$ cat src/rtl/alu_seq_ctrl.sv
// alu_seq_ctrl: EX-stage ALU operation decode plus MUL/DIV sequencer.
// Latency: Operation and Con_* are combinational. An MDU op holds the pipeline for LAT+1 cycles,
//   with done_o one cycle later. A divide with a zero divisor reports done_o in the next cycle.
// Backpressure: stall_o freezes IF/ID/EX from the start cycle through the last BUSY cycle.
//   flush_i aborts an in-flight op, and a synchronous reset drops it silently.
//
// Ports:
//   clk, rst_n            single clock; synchronous active-low reset
//   valid_i, flush_i      EX instruction present / kill it (and any in-flight MDU op)
//   ALUOp, Funct7, Funct3 main-decoder class and instruction function fields
//   Branch, Mem, OpI      branch / load-store / OP-IMM instruction flags
//   div0_i                divisor is zero (looked at only in the start cycle)
//   Operation             ALU/MDU operation select
//   Con_beq..Con_bgt      branch-condition selects
//   stall_o               pipeline freeze
//   mdu_start_o/abort_o   one-cycle launch / cancel pulses to the MDU
//   mdu_op_o              Funct3 captured at launch
//   done_o                MDU result valid and retiring
module alu_seq_ctrl #(
  parameter int MUL_LAT = 3,
  parameter int DIV_LAT = 32,
  // The counter must be able to hold max(MUL_LAT, DIV_LAT) - 1.
  parameter int CNT_W   = $clog2(DIV_LAT + 1)
) (
  input  logic       clk,
  input  logic       rst_n,
  input  logic       valid_i,
  input  logic       flush_i,
  input  logic [1:0] ALUOp,
  input  logic [6:0] Funct7,
  input  logic [2:0] Funct3,
  input  logic       Branch,
  input  logic       Mem,
  input  logic       OpI,
  input  logic       div0_i,
  output logic [4:0] Operation,
  output logic       Con_beq,
  output logic       Con_bnq,
  output logic       Con_blt,
  output logic       Con_bgt,
  output logic       stall_o,
  output logic       mdu_start_o,
  output logic [2:0] mdu_op_o,
  output logic       mdu_abort_o,
  output logic       done_o
);

  // ALU operation encodings
  localparam logic [4:0] OP_AND  = 5'b00000;
  localparam logic [4:0] OP_OR   = 5'b00001;
  localparam logic [4:0] OP_ADD  = 5'b00010;
  localparam logic [4:0] OP_XOR  = 5'b00011;
  localparam logic [4:0] OP_SLL  = 5'b00100;
  localparam logic [4:0] OP_SLTU = 5'b00101;
  localparam logic [4:0] OP_SUB  = 5'b00110;
  localparam logic [4:0] OP_BUNS = 5'b00111;  // unsigned compare for BLTU/BGEU
  localparam logic [4:0] OP_SRL  = 5'b01000;
  localparam logic [4:0] OP_SLT  = 5'b01010;
  localparam logic [4:0] OP_SRA  = 5'b01100;

  localparam logic [6:0] F7_ALT  = 7'b0100000;
  localparam logic [6:0] F7_MEXT = 7'b0000001;

  // The counter is loaded with LAT-1 so that BUSY lasts exactly LAT cycles (LAT-1 down to 0).
  localparam logic [CNT_W-1:0] MUL_LOAD = CNT_W'(MUL_LAT - 1);
  localparam logic [CNT_W-1:0] DIV_LOAD = CNT_W'(DIV_LAT - 1);

  typedef enum logic [1:0] {
    S_IDLE = 2'd0,
    S_BUSY = 2'd1,
    S_DONE = 2'd2
  } state_t;

  state_t           state_q, state_d;
  logic [CNT_W-1:0] cnt_q, cnt_d;
  logic [2:0]       op_q, op_d;

  logic is_rtype;
  logic is_mop;
  logic is_div;
  logic start;
  logic stall;
  logic abort;
  logic done;

  assign is_rtype = (ALUOp == 2'b10) & ~OpI;
  assign is_mop   = is_rtype & (Funct7 == F7_MEXT);
  assign is_div   = Funct3[2];

  // --------------------------------------------------------------------------
  // Operation decode. Priority: address generation, branch compare, M-extension,
  // then the shared R-type / OP-IMM Funct3 table.
  // --------------------------------------------------------------------------
  always_comb begin
    Operation = OP_ADD;
    if (Mem || (ALUOp == 2'b00 && !OpI)) begin
      Operation = OP_ADD;
    end else if (ALUOp == 2'b01) begin
      Operation = (Funct3[2:1] == 2'b11) ? OP_BUNS : OP_SUB;
    end else if (is_mop) begin
      Operation = {2'b10, Funct3};
    end else if (ALUOp == 2'b10 || OpI) begin
      unique case (Funct3)
        // An immediate has no subtract form, so Funct7 only matters for R-type here.
        3'b000:  Operation = (is_rtype && Funct7 == F7_ALT) ? OP_SUB : OP_ADD;
        3'b001:  Operation = OP_SLL;
        3'b010:  Operation = OP_SLT;
        3'b011:  Operation = OP_SLTU;
        3'b100:  Operation = OP_XOR;
        // SRAI carries the same Funct7 pattern in imm[11:5], so no R-type qualifier applies.
        3'b101:  Operation = (Funct7 == F7_ALT) ? OP_SRA : OP_SRL;
        3'b110:  Operation = OP_OR;
        default: Operation = OP_AND;
      endcase
    end
  end

  // Branch-condition selects: BLT/BLTU share one select, as do BGE/BGEU.
  always_comb begin
    Con_beq = Branch & valid_i & (Funct3 == 3'b000);
    Con_bnq = Branch & valid_i & (Funct3 == 3'b001);
    Con_blt = Branch & valid_i & Funct3[2] & ~Funct3[0];
    Con_bgt = Branch & valid_i & Funct3[2] &  Funct3[0];
  end

  // --------------------------------------------------------------------------
  // MDU sequencer
  // --------------------------------------------------------------------------
  always_ff @(posedge clk) begin
    if (!rst_n) begin
      state_q <= S_IDLE;
      cnt_q   <= '0;
      op_q    <= 3'b000;
    end else begin
      state_q <= state_d;
      cnt_q   <= cnt_d;
      op_q    <= op_d;
    end
  end

  always_comb begin
    state_d = state_q;
    cnt_d   = cnt_q;
    op_d    = op_q;
    start   = 1'b0;
    stall   = 1'b0;
    abort   = 1'b0;
    done    = 1'b0;

    unique case (state_q)
      S_IDLE: begin
        if (valid_i && is_mop && !flush_i) begin
          start = 1'b1;
          stall = 1'b1;
          op_d  = Funct3;
          if (is_div && div0_i) begin
            // The divide-by-zero result is fixed, so skip the iteration entirely.
            cnt_d   = '0;
            state_d = S_DONE;
          end else begin
            cnt_d   = is_div ? DIV_LOAD : MUL_LOAD;
            state_d = S_BUSY;
          end
        end
      end

      S_BUSY: begin
        if (flush_i) begin
          // The pipeline must move on this cycle, so the stall drops immediately.
          abort   = 1'b1;
          cnt_d   = '0;
          state_d = S_IDLE;
        end else begin
          stall = 1'b1;
          if (cnt_q == '0) begin
            state_d = S_DONE;
          end else begin
            cnt_d = cnt_q - CNT_W'(1);
          end
        end
      end

      S_DONE: begin
        // The EX instruction still present here is the one retiring, so it is never relaunched.
        if (flush_i) begin
          abort = 1'b1;
        end else begin
          done = 1'b1;
        end
        state_d = S_IDLE;
      end

      default: begin
        state_d = S_IDLE;
      end
    endcase
  end

  // Reset is synchronous, so the pulses are gated directly. This keeps them quiet
  // from the first cycle of reset, before the state register has been cleared.
  assign stall_o     = rst_n & stall;
  assign mdu_start_o = rst_n & start;
  assign mdu_abort_o = rst_n & abort;
  assign done_o      = rst_n & done;
  assign mdu_op_o    = op_q;

endmodule

$ cat config.mk
export PLATFORM = sky130hd
export DESIGN_NAME = alu_seq_ctrl
export DESIGN_NICKNAME = d
export VERILOG_FILES = /design/src/rtl/alu_seq_ctrl.sv
export SDC_FILE = /design/constraint.sdc
export NUM_CORES = 1
export LEC_CHECK = 0
export CORE_UTILIZATION = 35
export CTS_CLUSTER_SIZE = 12
export DETAILED_ROUTE_END_ITERATION = 12
export PLACE_DENSITY_LB_ADDON = 0.05
export SYNTH_ARGS = -nofsm -noshare
export SYNTH_HDL_FRONTEND = slang
export SYNTH_SLANG_ARGS = --single-unit
$ cat constraint.sdc
create_clock -name clk -period 4.5 [get_ports clk]
set_input_delay 1.125 -clock clk [delete_from_list [all_inputs] [get_ports clk]]
set_output_delay 1.125 -clock clk [all_outputs]
set_load 0.01 [all_outputs]
==> summary.md <==
| Metric | Value |
|---|---|
| Net count after synthesis | `~170` |
| Num Clock Sinks | `11` |
| GRT overflow | `0` |
| Worst reg2reg startpoint | `state_q[1]$_SDFFE_PN0P_` |
| DP Area | `around 1500 sq um` |
| TritonCTS Buffers | `3` |
| Crit end category | `output port` |
| Dominant synthesized flop cell | `dfxtp_1` |
| Synth Area per Inst | `6.960 sq um` |
| Synth cell types | `41` |
| Final hold vios | `0` |
| DR WL/cell | `13.79 um` |
| Pwr dens | `~150 nW/um^2` |
| Layout cells sized above 1 | `between 15 and 20%` |
| Clock buffer depth | `2` |
| Root Driver | `clkbuf_4` |
| Synth-to-Final Area Change | `54.06%` |
| Vias in the first global route | `roughly 1100` |
| Post-CTS Setup Bufs | `0` |
| # H-tree levels | `1` |
| Slowest library cell on the worst path | `or4_4` |
| N_diodes | `0` |
| VDD IR-drop max | `98.71 uV` |
| Worst-path cell chain | `clkdlybuf4s50_1 > or4_4 > buf_4 > nor4_2 > buf_4 > a21oi_1 > a221oi_1 > dlygate4sd2_1` |
| Hold path start | `mdu_op_o[2]$_SDFFE_PN0N_` |
| All-layer global routing usage | `between 20% and 30%` |
| Number of synthesized flops with an enable pin | `0` |
| Via-to-Cell Ratio | `5.596` |
| CTS clk-pin slew, worst paths | `80 ps` |
| Hpwl dp | `between 2000 and 2500 um` |
| Final instance area | `approximately 1500 sq um` |
| Setup TNS | `0 ps` |
| Cells after Synth | `roughly 140` |
| Die X | `55.51 um` |
| Clock latency on the worst-skew pair | `around 270 ps` |
| Ports | `36` |
| 1st-iter DRT viols | `42` |
| Final #Nets | `between 200 and 250` |
| Core ar. | `2734 sq um` |
| CP max FO | `4` |
| Most frequent CP cell | `buf_4` |
| Fin. max-slew vios | `0` |
| Critical Path RT | `around 3400 ps` |
| TritonCTS clock tree | `done` |
| Final setup violation count | `0` |
| Via count | `approximately 1300` |
| Yosys warns | `0` |
| Mapped cell area | `1002 sq um` |
| Asr flop ratio synth | `0%` |
| Number of antenna violations at the first check in global routing | `0` |
| DRC violations left | `0` |
| Cell Rows | `19` |
| Placer Congestion | `between 0.8 and 0.9` |
| Final ANT Viol Nets | `0` |
| Status | `finished, final reports clean` |
| Largest net degree at the start of global routing | `12` |
| Critical Path Start | `Funct7[3]` |
| CP Class | `primary input to output port` |
| Dpl cells | `between 200 and 250` |
| Synthesized flop and latch total | `11` |
| Clk_skew | `between 6 and 7 ps` |
| Die Y | `55.51 um` |
| Fmax | `around 0.23 GHz` |
| Leakage | `0.6394 nW` |
| Fin crit share | `about 100%` |
| Max Cap Violations | `0` |
| Seq/Total Area, Yosys | `21.97%` |
| First-pass GRT wire length | `roughly 5100 um` |
| Initial Util | `36.66%` |
| Non-Filler Instances | `225` |
| I/O Buffers | `35` |
| Max stage delay on crit path | `roughly 540 ps` |
| Measured slew at the worst slew-check pin | `between 400 and 500 ps` |
| Arrival time worst endpoint | `3290 ps` |
| # fillers | `~270` |
| DIE AREA | `3081 sq um` |
| Slew HR | `between 60% and 70%` |
| Crit start category | `primary input` |
| Worst Hold Class | `flop to flop` |
| RSZ-0062 raised after global routing | `false` |
| Detailed Route WL | `3103 um` |
| Fin crit period | `4420 ps` |
| First-pass iteration count of the detailed router | `4` |
## per-stage QoR
step / total power [mW] / setup slack [ps] / util (%) / hold slack (ps)
finish: 0.2326 / 80.41 / 56.48 / 458.2
global route: 0.2453 / 27.82 / 56.48 / 488.0
CTS: 0.2358 / 14.57 / 56.06 / 466.1
floorplan: 0.1252 / 506.3 / - / 446.4
detailed placement: 0.1635 / -227.0 / 54.92 / 452.7
global placement: 0.1627 / -210.7 / 54.92 / 448.6
## final timing paths
check	to	slack, ps	depth (start not counted)
setup / recovery	Operation[0]	80	8
hold / removal	mdu_op_o[2]$_SDFFE_PN0N_	460	2
setup reg to reg	cnt_q[4]$_SDFFE_PN0P_	2270	7
hold reg to reg	mdu_op_o[2]$_SDFFE_PN0N_	460	2
## synth_stat cells, types with 2 or more instances
| master | count | area share, % |
|---|---|---|
| a21oi_1 | 15 | 7.5 |
| o21ai_0 | 5 | 2.5 |
| nand2_1 | 20 | 7.5 |
| or3_1 | 2 | 1.2 |
| o22ai_1 | 2 | 1.2 |
| ha_1 | 5 | 6.2 |
| a211oi_1 | 2 | 1.5 |
| or2_2 | 2 | 1.2 |
| or4bb_1 | 2 | 2.2 |
| or3b_2 | 2 | 1.7 |
| mux2i_1 | 2 | 2.0 |
| nor3b_1 | 3 | 2.2 |
| nor4_1 | 7 | 4.4 |
| nand2b_1 | 5 | 3.1 |
| inv_1 | 7 | 2.6 |
| nor3_1 | 5 | 2.5 |
| or4_1 | 3 | 2.2 |
| nor2b_1 | 4 | 2.5 |
| dfxtp_1 | 11 | 22 |
| o32ai_1 | 2 | 1.7 |
| nand3_1 | 2 | 1.0 |
| a22oi_1 | 2 | 1.5 |
| nor2_1 | 11 | 4.1 |
| clkbuf_1 | 6 | 2.2 |
## layout by cell type, fill, tap and decap left out, types with 2 or more instances in the layout
master           instances
inv_1                    7
o32ai_1                  2
a21oi_1                 15
dlygate4sd2_1            5
nor4_1                   6
or3b_2                   2
buf_4                   19
nand3_1                  2
o21ai_0                  5
or4_4                    3
dlymetal6s2s_1           2
or3_1                    2
a211oi_1                 2
o22ai_1                  2
clkbuf_4                 3
nor3b_1                  3
or4bb_1                  2
ha_1                     5
a22oi_1                  2
nand2b_1                 5
nor2b_1                  4
nor2_1                  11
clkdlybuf4s50_1         28
or2_2                    2
nor3_1                   5
dfxtp_1                 11
nand2_1                 20
mux2i_1                  2
## power breakdown
part	leakage [nW]	switching [mW]	total (mW)	internal, mW
Sequential	0.0886	0.000308	0.0979	0.0976
Combinational	0.533	0.0281	0.0636	0.0355
Clock	0.0177	0.0382	0.0711	0.0329
## worst max-delay path: cells and delay by family
kind,cells,cell delay (ps)
compound gates,2,350
buf+inv,4,1020
simple gates,2,800
## flip-flops by register name, summed over array words and instances (netlist names)
signal and flops:
cnt_q 6, mdu_op_o 3, state_q 2
## what timing repair did
item | in CTS | in global routing
hold buffers | 0 | 0
endpoints found under the setup margin | 6 | 3
resized for setup | 8 | 3
## logic make-up after synthesis
logic type	count (synthesis)	share of synthesized area [%]
flip-flops	11	21.97
AND/OR/NAND/NOR	72	39.33
AO/OA/AOI/OAI	38	24.22
buffers and inverters	16	6.241
adder cells (fa/ha/maj)	5	6.242
multiplexers	2	1.998
## routing by layer
| metal | vias up | routed length (um) | global-route usage, % |
|---|---|---|---|
| li1 | 632 | - | - |
| met5 | - | 0 | 0 |
| met3 | 4 | 167 | 3.981 |
| met4 | 0 | 28 | 5.714 |
| met2 | 45 | 1493 | 33.73 |
| met1 | 578 | 1414 | 26.67 |
## area by class of cell
cell class | count | area, sq um | area share, %
Timing Repair Buffer | 54 | 491.7 | 31.85
Tap cell | 31 | 38.79 | 2.512
Inverter | 8 | 30.03 | 1.945
Sequential cell | 11 | 220.2 | 14.26
Clock buffer | 3 | 22.52 | 1.459
Multi-Input combinational cell | 117 | 735.7 | 47.65
Clock inverter | 1 | 5.005 | 0.3241
Note: power is estimated with default switching activity, not from simulation.
